**config.mk**
```make
export PLATFORM = sky130hd
export DESIGN_NAME = decoder_nx_seq
export DESIGN_NICKNAME = d
export VERILOG_FILES = /design/src/rtl/decoder_nx_seq.sv
export SDC_FILE = /design/constraint.sdc
export NUM_CORES = 1
export LEC_CHECK = 0
export CELL_PAD_IN_SITES_DETAIL_PLACEMENT = 0
export CELL_PAD_IN_SITES_GLOBAL_PLACEMENT = 1
export CORE_MARGIN = 3
export CORE_UTILIZATION = 42
export DETAILED_ROUTE_END_ITERATION = 12
export PLACE_DENSITY_LB_ADDON = 0.1
export SETUP_SLACK_MARGIN = 0.15
export SLEW_MARGIN = 20
export SYNTH_ARGS = -nofsm -noshare
export SYNTH_HDL_FRONTEND = slang
export SYNTH_SLANG_ARGS = --single-unit
```
**constraint.sdc**
```tcl
create_clock -name clk -period 2.1 [get_ports clk]
set_clock_uncertainty 0.05 [all_clocks]
set_input_delay 0.42 -clock clk [delete_from_list [all_inputs] [get_ports clk]]
set_output_delay 0.42 -clock clk [all_outputs]
set_load 0.005 [all_outputs]
```
**src/rtl/decoder_nx_seq.sv**
```systemverilog
// decoder_nx_seq: registered SEL_W-to-2^SEL_W one-hot decoder, direct-load or dwell-timed scan.
// Latency: one clk edge from sel_valid/enable/mode to y, idx, wrap; all outputs registered.
// Backpressure: none; the block drives strobes every cycle, and enable=0 forces y to zero.
//
// Ports:
//   clk, rst_n        rising-edge clock, asynchronous active-low reset
//   enable, mode      1 = active / 0 = outputs low; 0 = direct load, 1 = scan
//   sel_valid, sel    one-cycle load strobe and select index
//   y, idx, wrap      one-hot output, current index, one-cycle pulse on scan wrap to 0
module decoder_nx_seq #(
    parameter int SEL_W = 2,
    parameter int DWELL = 4
) (
    input  logic                    clk,
    input  logic                    rst_n,
    input  logic                    enable,
    input  logic                    mode,
    input  logic                    sel_valid,
    input  logic [SEL_W-1:0]        sel,
    output logic [(1<<SEL_W)-1:0]   y,
    output logic [SEL_W-1:0]        idx,
    output logic                    wrap
);

    localparam int OW = 1 << SEL_W;
    localparam int CW = (DWELL > 1) ? $clog2(DWELL) : 1;
    localparam logic [CW-1:0]    DWELL_LAST = CW'(DWELL - 1);
    localparam logic [SEL_W-1:0] IDX_MAX    = '1;

    typedef enum logic [1:0] {
        IDLE   = 2'd0,
        DIRECT = 2'd1,
        SCAN   = 2'd2
    } state_t;

    state_t            state_q, state_d;
    logic [OW-1:0]     y_q, y_d;
    logic [SEL_W-1:0]  idx_q, idx_d;
    logic              wrap_q, wrap_d;
    logic [CW-1:0]     dwell_q, dwell_d;
    logic [SEL_W-1:0]  idx_inc;

    function automatic logic [OW-1:0] onehot(input logic [SEL_W-1:0] i);
        logic [OW-1:0] r;
        r    = '0;
        r[i] = 1'b1;
        return r;
    endfunction

    // Natural SEL_W-bit overflow gives the modulo-2^SEL_W step.
    assign idx_inc = idx_q + 1'b1;

    always_comb begin
        state_d = state_q;
        y_d     = y_q;
        idx_d   = idx_q;
        dwell_d = dwell_q;
        wrap_d  = 1'b0;

        if (!enable) begin
            // Disable wins over loads and steps; idx is kept so a resume picks up where it left off.
            state_d = IDLE;
            y_d     = '0;
            dwell_d = '0;
        end else begin
            // Mode is re-evaluated every edge, so a switch lands on the next edge.
            state_d = mode ? SCAN : DIRECT;
            unique case (state_q)
                IDLE: begin
                    dwell_d = '0;
                    if (sel_valid) begin
                        idx_d = sel;
                    end
                    y_d = onehot(sel_valid ? sel : idx_q);
                end
                DIRECT: begin
                    dwell_d = '0;
                    if (sel_valid) begin
                        idx_d = sel;
                        y_d   = onehot(sel);
                    end
                end
                SCAN: begin
                    if (sel_valid) begin
                        // A load beats a pending step, including one that would wrap.
                        idx_d   = sel;
                        y_d     = onehot(sel);
                        dwell_d = '0;
                    end else if (!mode) begin
                        // Leaving scan: freeze idx/y so direct mode starts from the scanned position.
                        dwell_d = '0;
                    end else if (dwell_q == DWELL_LAST) begin
                        idx_d   = idx_inc;
                        y_d     = onehot(idx_inc);
                        dwell_d = '0;
                        wrap_d  = (idx_q == IDX_MAX);
                    end else begin
                        dwell_d = dwell_q + 1'b1;
                    end
                end
                default: begin
                    state_d = IDLE;
                    y_d     = '0;
                    dwell_d = '0;
                end
            endcase
        end
    end

    always_ff @(posedge clk or negedge rst_n) begin
        if (!rst_n) begin
            state_q <= IDLE;
            y_q     <= '0;
            idx_q   <= '0;
            wrap_q  <= 1'b0;
            dwell_q <= '0;
        end else begin
            state_q <= state_d;
            y_q     <= y_d;
            idx_q   <= idx_d;
            wrap_q  <= wrap_d;
            dwell_q <= dwell_d;
        end
    end

    assign y    = y_q;
    assign idx  = idx_q;
    assign wrap = wrap_q;

endmodule
```
==> results.ini <==
[status]
status=finished, final reports clean

[final_layout]
diodes=0
fin_area_sq_um=1010
synthToLayoutAreaGrowth_pct=18.9
final_util_pct=55.7
drive_above_1_share_pct=17.8
nNetsFinal=121

[global_routing]
gr-usage-met2_pct=23.0
gr-usage-met3_pct=3.50
busiest_layer=met2
grt_remaining_overflow=0
grt_max_degree=13
grt_pass1_wl_mm=2.99
grt_use_met1_pct=20.6
grt_usage_pct=15.0
antenna_found_initial=0
grt_pass1_vias=648

[synthesis]
synth.largest_area_cell=dfrtp_1
synth_area_per_cell_sq_um=9.28
synth_top_area_share_pct=32.3
muxShareOfSynthArea_pct=1.17
ys_top_cells_by_area=dfrtp_1 (32%), ha_1 (8.8%), nor2_1 (4.0%), buf_6 (4.0%), a21oi_1 (3.5%)
syn_inst=92
synth_top_family_by_area=simple AND/OR/NAND/NOR gates
syn_area_sq_um=853
synth_compound_area_share_pct=22.0
ys_types=34
async_flop_share_pct=100
synthSimpleGateAreaFrac_pct=26.5
ys_seq_area_share_pct=32.3
synth_most_common_cell=dfrtp_1
syn_nets=105
yosys-top-cells-count=dfrtp_1 (11), nor2_1 (9), nand2_1 (8)
synthXorXnorAreaFrac_pct=0
synthAdderAreaFrac_pct=8.80
ys.warnings.count=0
ys.flop_type=dfrtp_1
ys_ff_latch=11
synth-edff-count=0

[timing]
maxSlewViolCount=0
worst_pin_slew_ps=510
timing.slew.headroom_pct=65.9
period_minus_slack_ps=1800
min_period_over_period_pct=85.6
tns_ps=0
finalHoldViolCount=0
max_freq_mhz=556
holdWs_ps=396
grt_setup_unrepaired=no
setup_violations=0

[worst_setup_path]
critical-path-max-stage-delay_ps=560
crit_family=buffers and inverters
crit_chain=clkdlybuf4s50_1
end_kind=output port
path_buf_inv=1
crit_path_top_delay_cell=clkdlybuf4s50_1
required_ps=1630
crit_type=reg2out
arrival_ps=1330
crit_path_max_fanout=8
start_kind=flip-flop

[floorplanning]
core_area_sq_um=1820
die-area_sq_um=2610
initial_utilization_pct=46.9
die_y_microns=51.1
ioPinCount=14
rows=15
die_w_microns=51.1

[worst_hold_path]
min_path_type=reg2reg

[power_and_ir_drop]
p_leak_nw=0.420
power.density_nw_per_um2=547
total_power_mw=0.555
ir_drop_mv=0.371

[cts]
clock_tree.root_cell=clkbuf_4
cts_tree=done
clock_path_buffers=2
postCtsHoldBufs=0
clock-sinks=11
h-tree-depth=1
clkTransAtPathRegs_ps=70
numCtsBuffers=3
post_cts_resized=0
postCtsSetupRepairBufs=0
insertion_delay_ps=260

[run]
cap_viol_max_count=0

[route]
wl_per_cell_microns=13.4
drc_errors=0
first_iter_violations=6
via_count=700
viasPerCell=5.30
drt-total-wl_mm=1.77
ant_nets=0
drtPass1Iterations=4

[place]
dp_hpwl_mm=1.40
place_area_sq_um=988
place.gp.congestion=0.807
io_buffer_count=13

==> flip-flops by register name, indices dropped and copies added (netlist names) <==
signal,cells
dwell_q,2
idx,2
state_q,2
wrap,1
y,4
==> final timing paths <==
path / slack (ps) / to / depth (start not counted) / start
min: 400 / dwell_q[0]$_DFF_PN0_ / 1 / dwell_q[0]$_DFF_PN0_
max reg2reg: 510 / y[1]$_DFFE_PN0P_ / 6 / idx[1]$_DFFE_PN0P_
max: 300 / idx[1] / 1 / idx[1]$_DFFE_PN0P_
min reg2reg: 400 / dwell_q[0]$_DFF_PN0_ / 1 / dwell_q[0]$_DFF_PN0_
min in group asynchronous: 450 / y[2]$_DFFE_PN0P_ / 1 / rst_n
max in group asynchronous: 1210 / y[1]$_DFFE_PN0P_ / 1 / rst_n
==> cells by family (layout without fill, tap and decap cells) <==
| logic type | Yosys count | after routing |
|---|---|---|
| AND/OR/NAND/NOR | 39 | 39 |
| AO/OA/AOI/OAI | 24 | 24 |
| flip-flops | 11 | 11 |
| buffers and inverters | 11 | 26 |
| adder cells (fa/ha/maj) | 6 | 6 |
| multiplexers | 1 | 1 |
==> power breakdown <==
part / switching, mW / internal [mW]
registers: 0.0269 / 0.226
logic: 0.0745 / 0.0853
clock network: 0.0692 / 0.0733
==> final cells by class <==
| class | instances | area (sq um) |
|---|---|---|
| Clock buffer | 4 | 26.3 |
| Fill cell | 183 | 806 |
| Inverter | 4 | 15.0 |
| Multi-Input combinational cell | 70 | 499 |
| Sequential cell | 11 | 275 |
| Tap cell | 25 | 31.3 |
| Timing Repair Buffer | 18 | 168 |
==> layout by cell type, fill, tap and decap left out <==
master,synthesis,layout
a211o_1,1,1
a21oi_1,6,6
a21oi_2,2,2
a221oi_1,3,3
a221oi_2,1,1
a31oi_1,1,1
a41oi_1,1,1
and3_1,1,1
buf_4,4,5
clkbuf_1,0,1
clkbuf_4,0,3
clkdlybuf4s50_1,0,13
dfrtp_1,11,11
ha_1,6,6
inv_1,4,4
mux2i_1,1,1
nand2_1,8,8
nand2b_1,3,3
nand2b_2,1,1
nand3_1,3,3
nand3b_1,2,2
nand4b_1,1,1
nor2_1,9,9
nor2b_4,1,1
nor3_1,4,4
nor3b_1,1,1
nor3b_2,1,1
o21a_1,1,1
o21ai_0,2,2
o21ai_1,1,1
o221a_2,1,1
o2bb2ai_1,3,3
o2bb2ai_2,1,1
or2b_1,1,1
or2b_2,2,2
or3b_4,1,1
==> per-layer routing <==
| layer | share of wire [%] | wire length, microns | vias to the layer above |
|---|---|---|---|
| li1 | - | - | 360 |
| met1 | 49 | 873 | 328 |
| met2 | 47 | 828 | 10 |
| met3 | 3.9 | 70 | 2 |
| met4 | 0.11 | 2 | 0 |
| met5 | 0 | 0 | - |
==> metrics by stage <==
| step | std cells | worst slack (ps) |
|---|---|---|
| floorplan | 92 | 712 |
| detailed placement | 128 | 78.2 |
| global route | 132 | 210 |
| global placement | 128 | 125 |
| CTS | 132 | 290 |
| finish | 132 | 302 |
No activity file was read; power rests on OpenSTA's default activity.
